File: config.mk
export PLATFORM = sky130hd
export DESIGN_NAME = mdu_iter_flat
export DESIGN_NICKNAME = d
export VERILOG_FILES = /design/src/rtl/mdu_pkg.sv /design/src/rtl/mdu_iter_if.sv /design/src/rtl/mdu_iter_rca.sv /design/src/rtl/mdu_iter.sv /design/src/flat_wrapper.sv
export SDC_FILE = /design/constraint.sdc
export NUM_CORES = 1
export LEC_CHECK = 0
export ABC_AREA = 1
export BUFFER_PORTS_ARGS = -buffer_cell sky130_fd_sc_hd__buf_4
export CELL_PAD_IN_SITES_DETAIL_PLACEMENT = 1
export CELL_PAD_IN_SITES_GLOBAL_PLACEMENT = 2
export CORE_MARGIN = 3
export CORE_UTILIZATION = 35
export DETAILED_ROUTE_END_ITERATION = 8
export PLACE_DENSITY = 0.94
export SYNTH_ARGS = -nofsm -noshare
export SYNTH_HDL_FRONTEND = slang
export SYNTH_HIERARCHICAL = 1
export SYNTH_SLANG_ARGS = --single-unit
File: constraint.sdc
create_clock -name clk -period 41.2 [get_ports clk]
set_clock_uncertainty 0.1 [all_clocks]
set_input_delay 8.24 -clock clk [delete_from_list [all_inputs] [get_ports clk]]
set_output_delay 8.24 -clock clk [all_outputs]
set_load 0.02 [all_outputs]
File: src/rtl/mdu_pkg.sv
// Shared definitions for the iterative RV32M multiply/divide unit:
// funct3 op codes, FSM state encoding, datapath width and step count.
package mdu_pkg;

    localparam int MDU_N     = 32;
    localparam int MDU_STEPS = 32;

    localparam logic [2:0] MDU_MUL    = 3'b000;
    localparam logic [2:0] MDU_MULH   = 3'b001;
    localparam logic [2:0] MDU_MULHSU = 3'b010;
    localparam logic [2:0] MDU_MULHU  = 3'b011;
    localparam logic [2:0] MDU_DIV    = 3'b100;
    localparam logic [2:0] MDU_DIVU   = 3'b101;
    localparam logic [2:0] MDU_REM    = 3'b110;
    localparam logic [2:0] MDU_REMU   = 3'b111;

    typedef enum logic [1:0] {
        MDU_IDLE = 2'd0,
        MDU_BUSY = 2'd1,
        MDU_DONE = 2'd2
    } mdu_state_t;

    // Two's-complement negate used for magnitudes and sign fix-up.
    function automatic logic [MDU_N-1:0] mdu_neg(
        input logic [MDU_N-1:0] v
    );
        return ~v + 1'b1;
    endfunction

endpackage

File: src/rtl/mdu_iter_if.sv
// Request/response bundle between the control unit and the MDU.
// master: start/op/A/B out, busy/done/result/zero in; slave: reverse.
interface mdu_iter_if;
    import mdu_pkg::*;

    logic             start;
    logic [2:0]       op;
    logic [MDU_N-1:0] A;
    logic [MDU_N-1:0] B;
    logic             busy;
    logic             done;
    logic [MDU_N-1:0] result;
    logic             zero;

    modport master (
        output start, op, A, B,
        input  busy, done, result, zero
    );

    modport slave (
        input  start, op, A, B,
        output busy, done, result, zero
    );

endinterface

File: src/rtl/mdu_iter_rca.sv
// Ripple-carry adder: o_sum = i_a + i_b + i_cin, carry out on o_cout.
// Ports: i_a, i_b (N), i_cin (1), o_sum (N), o_cout (1).
module rca #(
    parameter int N = 32
) (
    input  logic [N-1:0] i_a,
    input  logic [N-1:0] i_b,
    input  logic         i_cin,
    output logic [N-1:0] o_sum,
    output logic         o_cout
);

    always_comb begin
        logic c;
        c     = i_cin;
        o_sum = '0;
        for (int i = 0; i < N; i++) begin
            o_sum[i] = i_a[i] ^ i_b[i] ^ c;
            c        = (i_a[i] & i_b[i]) | (c & (i_a[i] ^ i_b[i]));
        end
        o_cout = c;
    end

endmodule

File: src/rtl/mdu_iter.sv
// Iterative RV32M unit: shift-add multiply / restoring divide, 33-cycle latency.
// Ports: clk, rst (sync, active high), bus (slave: start/op/A/B -> busy/done/result/zero).
module mdu_iter
    import mdu_pkg::*;
#(
    parameter int N = MDU_N
) (
    input logic       clk,
    input logic       rst,
    mdu_iter_if.slave bus
);

    mdu_state_t     r_state;
    logic [5:0]     r_cnt;
    logic [2:0]     r_op;
    logic           r_neg_a;
    logic           r_neg_b;
    logic [N-1:0]   r_acc;
    logic [N-1:0]   r_lo;
    logic [N-1:0]   r_opb;
    logic           r_busy;
    logic           r_done;
    logic [N-1:0]   r_result;
    logic           r_zero;

    logic           w_accept;
    logic           w_sgn_a;
    logic           w_sgn_b;
    logic           w_neg_a;
    logic           w_neg_b;
    logic [N-1:0]   w_mag_a;
    logic [N-1:0]   w_mag_b;
    logic           w_div;
    logic [N-1:0]   w_shift;
    logic [N-1:0]   w_add_a;
    logic [N-1:0]   w_add_b;
    logic [N-1:0]   w_sum;
    logic           w_cout;
    logic           w_fit;
    logic [N-1:0]   w_acc_n;
    logic [N-1:0]   w_lo_n;
    logic [2*N-1:0] w_prod;
    logic [2*N-1:0] w_prod_s;
    logic [N-1:0]   w_quo_s;
    logic [N-1:0]   w_rem_s;
    logic           w_dz;
    logic [N-1:0]   w_res;

    // Accept / operand conditioning
    assign w_accept = bus.start && (r_state != MDU_BUSY);

    assign w_sgn_a = (bus.op == MDU_MULH) || (bus.op == MDU_MULHSU)
                  || (bus.op == MDU_DIV)  || (bus.op == MDU_REM);
    assign w_sgn_b = (bus.op == MDU_MULH) || (bus.op == MDU_DIV)
                  || (bus.op == MDU_REM);

    assign w_neg_a = w_sgn_a & bus.A[N-1];
    assign w_neg_b = w_sgn_b & bus.B[N-1];
    assign w_mag_a = w_neg_a ? mdu_neg(bus.A) : bus.A;
    assign w_mag_b = w_neg_b ? mdu_neg(bus.B) : bus.B;

    // One shared adder: multiply adds the multiplicand,
    // divide adds ~divisor + 1 to the shifted partial remainder.
    assign w_div   = r_op[2];
    assign w_shift = {r_acc[N-2:0], r_lo[N-1]};
    assign w_add_a = w_div ? w_shift : r_acc;
    assign w_add_b = w_div ? ~r_opb : (r_lo[0] ? r_opb : '0);

    rca #(.N(N)) u_rca (
        .i_a   (w_add_a),
        .i_b   (w_add_b),
        .i_cin (w_div),
        .o_sum (w_sum),
        .o_cout(w_cout)
    );

    // The shifted remainder is really N+1 bits; its lost MSB
    // means it already exceeds any divisor.
    assign w_fit = r_acc[N-1] | w_cout;

    always_comb begin
        w_acc_n = r_acc;
        w_lo_n  = r_lo;
        if (w_div) begin
            w_acc_n = w_fit ? w_sum : w_shift;
            w_lo_n  = {r_lo[N-2:0], w_fit};
        end else begin
            w_acc_n = {w_cout, w_sum[N-1:1]};
            w_lo_n  = {w_sum[0], r_lo[N-1:1]};
        end
    end

    // Result formation from the post-step values
    assign w_prod   = {w_acc_n, w_lo_n};
    assign w_prod_s = (r_neg_a ^ r_neg_b) ? (~w_prod + 1'b1) : w_prod;
    assign w_quo_s  = (r_neg_a ^ r_neg_b) ? mdu_neg(w_lo_n) : w_lo_n;
    assign w_rem_s  = r_neg_a ? mdu_neg(w_acc_n) : w_acc_n;
    assign w_dz     = (r_opb == '0);

    always_comb begin
        w_res = '0;
        unique case (r_op)
            MDU_MUL:    w_res = w_prod_s[N-1:0];
            MDU_MULH,
            MDU_MULHSU,
            MDU_MULHU:  w_res = w_prod_s[2*N-1:N];
            MDU_DIV,
            MDU_DIVU:   w_res = w_dz ? '1 : w_quo_s;
            default:    w_res = w_rem_s;
        endcase
    end

    // The first BUSY cycle only loads; r_busy rises with the
    // first real step so 32 steps land exactly at edge k+33.
    always_ff @(posedge clk) begin
        if (rst) begin
            r_state  <= MDU_IDLE;
            r_cnt    <= '0;
            r_op     <= MDU_MUL;
            r_neg_a  <= 1'b0;
            r_neg_b  <= 1'b0;
            r_acc    <= '0;
            r_lo     <= '0;
            r_opb    <= '0;
            r_busy   <= 1'b0;
            r_done   <= 1'b0;
            r_result <= '0;
            r_zero   <= 1'b1;
        end else begin
            r_done <= 1'b0;
            unique case (r_state)
                MDU_BUSY: begin
                    if (r_busy) begin
                        r_acc <= w_acc_n;
                        r_lo  <= w_lo_n;
                        r_cnt <= r_cnt + 6'd1;
                        if (r_cnt == 6'(MDU_STEPS - 1)) begin
                            r_state  <= MDU_DONE;
                            r_busy   <= 1'b0;
                            r_done   <= 1'b1;
                            r_result <= w_res;
                            r_zero   <= (w_res == '0);
                        end
                    end else begin
                        r_busy <= 1'b1;
                    end
                end
                default: begin
                    if (w_accept) begin
                        r_state <= MDU_BUSY;
                        r_op    <= bus.op;
                        r_neg_a <= w_neg_a;
                        r_neg_b <= w_neg_b;
                        r_acc   <= '0;
                        r_lo    <= bus.op[2] ? w_mag_a : w_mag_b;
                        r_opb   <= bus.op[2] ? w_mag_b : w_mag_a;
                        r_cnt   <= '0;
                    end else begin
                        r_state <= MDU_IDLE;
                    end
                end
            endcase
        end
    end

    assign bus.busy   = r_busy;
    assign bus.done   = r_done;
    assign bus.result = r_result;
    assign bus.zero   = r_zero;

endmodule

File: src/flat_wrapper.sv
// flat-port wrapper written by rule: the top's interface ports become plain ports
module mdu_iter_flat import mdu_pkg::*;
#(
    parameter int N = MDU_N
)
  (clk, rst, bus_start, bus_op, bus_A, bus_B, bus_busy, bus_done, bus_result, bus_zero);
  mdu_iter_if bus_i ();
  input logic clk;
  input logic rst;
  input wire logic [$bits(bus_i.start)-1:0] bus_start;
  input wire logic [$bits(bus_i.op)-1:0] bus_op;
  input wire logic [$bits(bus_i.A)-1:0] bus_A;
  input wire logic [$bits(bus_i.B)-1:0] bus_B;
  output wire logic [$bits(bus_i.busy)-1:0] bus_busy;
  output wire logic [$bits(bus_i.done)-1:0] bus_done;
  output wire logic [$bits(bus_i.result)-1:0] bus_result;
  output wire logic [$bits(bus_i.zero)-1:0] bus_zero;
  assign bus_i.start = bus_start;
  assign bus_i.op = bus_op;
  assign bus_i.A = bus_A;
  assign bus_i.B = bus_B;
  assign bus_busy = bus_i.busy;
  assign bus_done = bus_i.done;
  assign bus_result = bus_i.result;
  assign bus_zero = bus_i.zero;
  mdu_iter #(.N(N)) u_core (.clk(clk), .rst(rst), .bus(bus_i));
endmodule
==> flow_summary.toml <==
[synthesis]
synth.distinct_cells = 48
seq_area_frac_synth = 0.206
synth.avg_cell_area_sq_um = 5.72
yosys-top-cells-area = "nand2_1, dfxtp_1, nand3_1"
ys_ff_latch = 144
synth-async-reset-ratio = 0
yosys.area.top_type_share = 0.216
ys_warn_count = 6
synth_ff_type = "dfxtp_1"
synth_area_leader_cell = "nand2_1"
synth_edf_count = 0
syn_area_sq_um = 14000
syn-num-nets = 2556
synth_cells = 2449

[setup_path]
crit_fanout = 104
critPathLaunchType = "register"
critical_path_class = "register to register"
critPathSlowestCell = "dfxtp_4"
cp.arrival_ns = 18.32
slowest_delay_ns = 0.63
worst-endpoint-required_ns = 41.49
ff2ff_path_depth = 62
rrSetupSlack_ns = 23.17
cp_common_cell = "fa_1"
end_kind = "register"

[cells_and_area]
final_util = 0.402
fin_nets = 2584
syn2layout_area_growth_pct = 12.1
drive_gt1_frac = 0.107
finish.instance_area_sq_um = 15700
nFillCells = 5460
insertedDiodeCount = 0

[status]
status = "completed"

[drt]
drt_iter0_markers = 1184
routedWlPerCell_microns = 20.2
wirelength_microns = 60700
vias_per_cell = 5.52
ant_nets = 0
dr_total_vias = 16618
drt-pass1-iter-count = 5
drc = 0

[clocking]
cts_sinks = 144
ctsHoldBuffers = 0
cts_setup_buffers = 0
cts_made_buffers = 17
root_buffer = "clkbuf_16"
htree_levels = 4
cts_buffer_depth = 2
post_cts_resized = 0
cts_tree = "built"
clock_latency_ns = 0.46
path_clk_slew_ns = 0.07

[sta]
worst_slew_pin_slew_ns = 1.06
period_share = 0.438
post-route-min-period_ns = 18.03
rsz0062_at_grt = "false"
slew_headroom = 0.290
tns_ns = 0
setup_viol = 0
fmax_mhz = 55.5
drv_slew = 0
hold_viol_final = 0

[pwr]
seqPwrFrac = 0.275
clkPwrFrac = 0.313
power.density_nw_per_um2 = 35.7
combinationalPowerShare = 0.413
power.leakage_uw = 0.00723
ir_drop_mv = 0.0321
switching_power_uw = 247
power_uw = 561
switching_share = 0.440
p_int_uw = 314

[grt]
grt_pass1_wl_microns = 94700
use_met2 = 0.474
grt_pass1_vias = 16701
grt_overflow_total = 0
grt_util_met3 = 0.0406
grt_max_degree = 105
grt_antenna_before_repair = 0
grtUsageMet1 = 0.379
track_usage = 0.285
grt_busiest_layer = "met2"

[min_path]
hp-class = "register to register"
min_path_cells = 1

[floorplan]
core_area_sq_um = 39100
start_util = 0.358
die_y_microns = 206
num_io_pins = 105
fp.dieW_microns = 206
die_area_sq_um = 42500
rows = 72

[placement]
placed_area_sq_um = 15100
portBuffers = 104
routabilityCongestion = 0.909
hpwl_microns = 47400

[run]
max_cap_violations = 0
-- per-stage QoR --
| step | instances | hold WS, ns | worst slack, ns |
|---|---|---|---|
| after floorplan | 2449 | 0.327 | 25.82 |
| after global placement | 2976 | 0.340 | 23.89 |
| after detailed placement | 2976 | 0.349 | 23.56 |
| after CTS | 3008 | 0.363 | 23.36 |
| after global routing | 3008 | 0.392 | 22.46 |
| final | 3008 | 0.365 | 23.17 |
-- layout make-up --
class | count | area [sq um] | share of cell area
clock buffers | 18 | 439 | 0.0280
clock inverters | 14 | 204 | 0.0130
inverters | 265 | 996 | 0.0634
multi-input cells | 1926 | 9610 | 0.612
flip-flops and latches | 144 | 2890 | 0.184
well taps | 518 | 648 | 0.0413
repair buffers | 123 | 923 | 0.0588
-- cell usage after synthesis, types with 27 or more instances --
cell	count
a21oi_1	90
clkbuf_1	71
dfxtp_1	144
fa_1	32
inv_1	244
nand2_1	808
nand2_2	33
nand3_1	217
nor2_1	217
nor2_2	31
o211ai_1	27
o21ai_0	214
o21ai_1	29
xor2_1	49
-- critical path, delay by kind of cell, from the launching register on --
kind / cells / cell delay (ns)
AO/OA/AOI/OAI: 2 / 0.44
adder cells (fa/ha/maj): 33 / 12.56
buffers and inverters: 9 / 1.68
flip-flops: 1 / 0.63
AND/OR/NAND/NOR: 18 / 2.46
-- layer usage --
layer	vias up	routed length [microns]
met5	-	0
met2	459	28300
met3	90	3170
met1	8134	27200
met4	0	2020
li1	7935	-
-- worst paths after layout --
| path | from | to |
|---|---|---|
| worst min register to register | u_core/r_cnt[5] | u_core/r_cnt[5] |
| worst min-delay path | u_core/r_cnt[5] | u_core/r_cnt[5] |
| worst max-delay path | u_core/r_op[2] | u_core/bus.zero |
| worst max register to register | u_core/r_op[2] | u_core/bus.zero |
-- power by group through the flow --
stage               logic [uW]  registers (uW)  clock network [uW]
floorplan                  152             153                   0
global placement           220             156                   0
detailed placement         225             157                   0
CTS                        227             154                 178
global route               254             155                 184
finish                     231             154                 175
-- cell families after synthesis --
kind of cell,share of synthesized area
AO/OA/AOI/OAI,0.169
XOR/XNOR,0.0425
adder cells (fa/ha/maj),0.0502
buffers and inverters,0.109
flip-flops,0.206
AND/OR/NAND/NOR,0.423
-- registers in the layout (all words and copies together) (netlist names) --
signal and count:
u_core/bus.result 32, u_core/r_acc 32, u_core/r_lo 32, u_core/r_opb 32, u_core/r_cnt 6, u_core/r_op 3, u_core/r_state 2, u_core/bus.busy 1
u_core/bus.done 1, u_core/bus.zero 1, u_core/r_neg_a 1, u_core/r_neg_b 1
-- cells in the final DEF (no fill, tap or decap), drive strengths merged, types with 6 or more instances in the layout --
master  synthesis  layout
a21oi          91      91
a22o            6       6
a31oi          20      20
buf            43     123
clkbuf         71      18
clkinv          5      10
dfxtp         144     144
fa             32      32
inv           260     263
nand2         843     843
nand3         221     221
nand4          17      17
nor2          255     255
nor3           23      23
nor4           15      15
o211ai         27      27
o21ai         246     246
o21bai          6       6
o221ai         10      10
or2            14      14
xnor2          19      19
xor2           49      49
No activity file was read; power rests on OpenSTA's default activity.
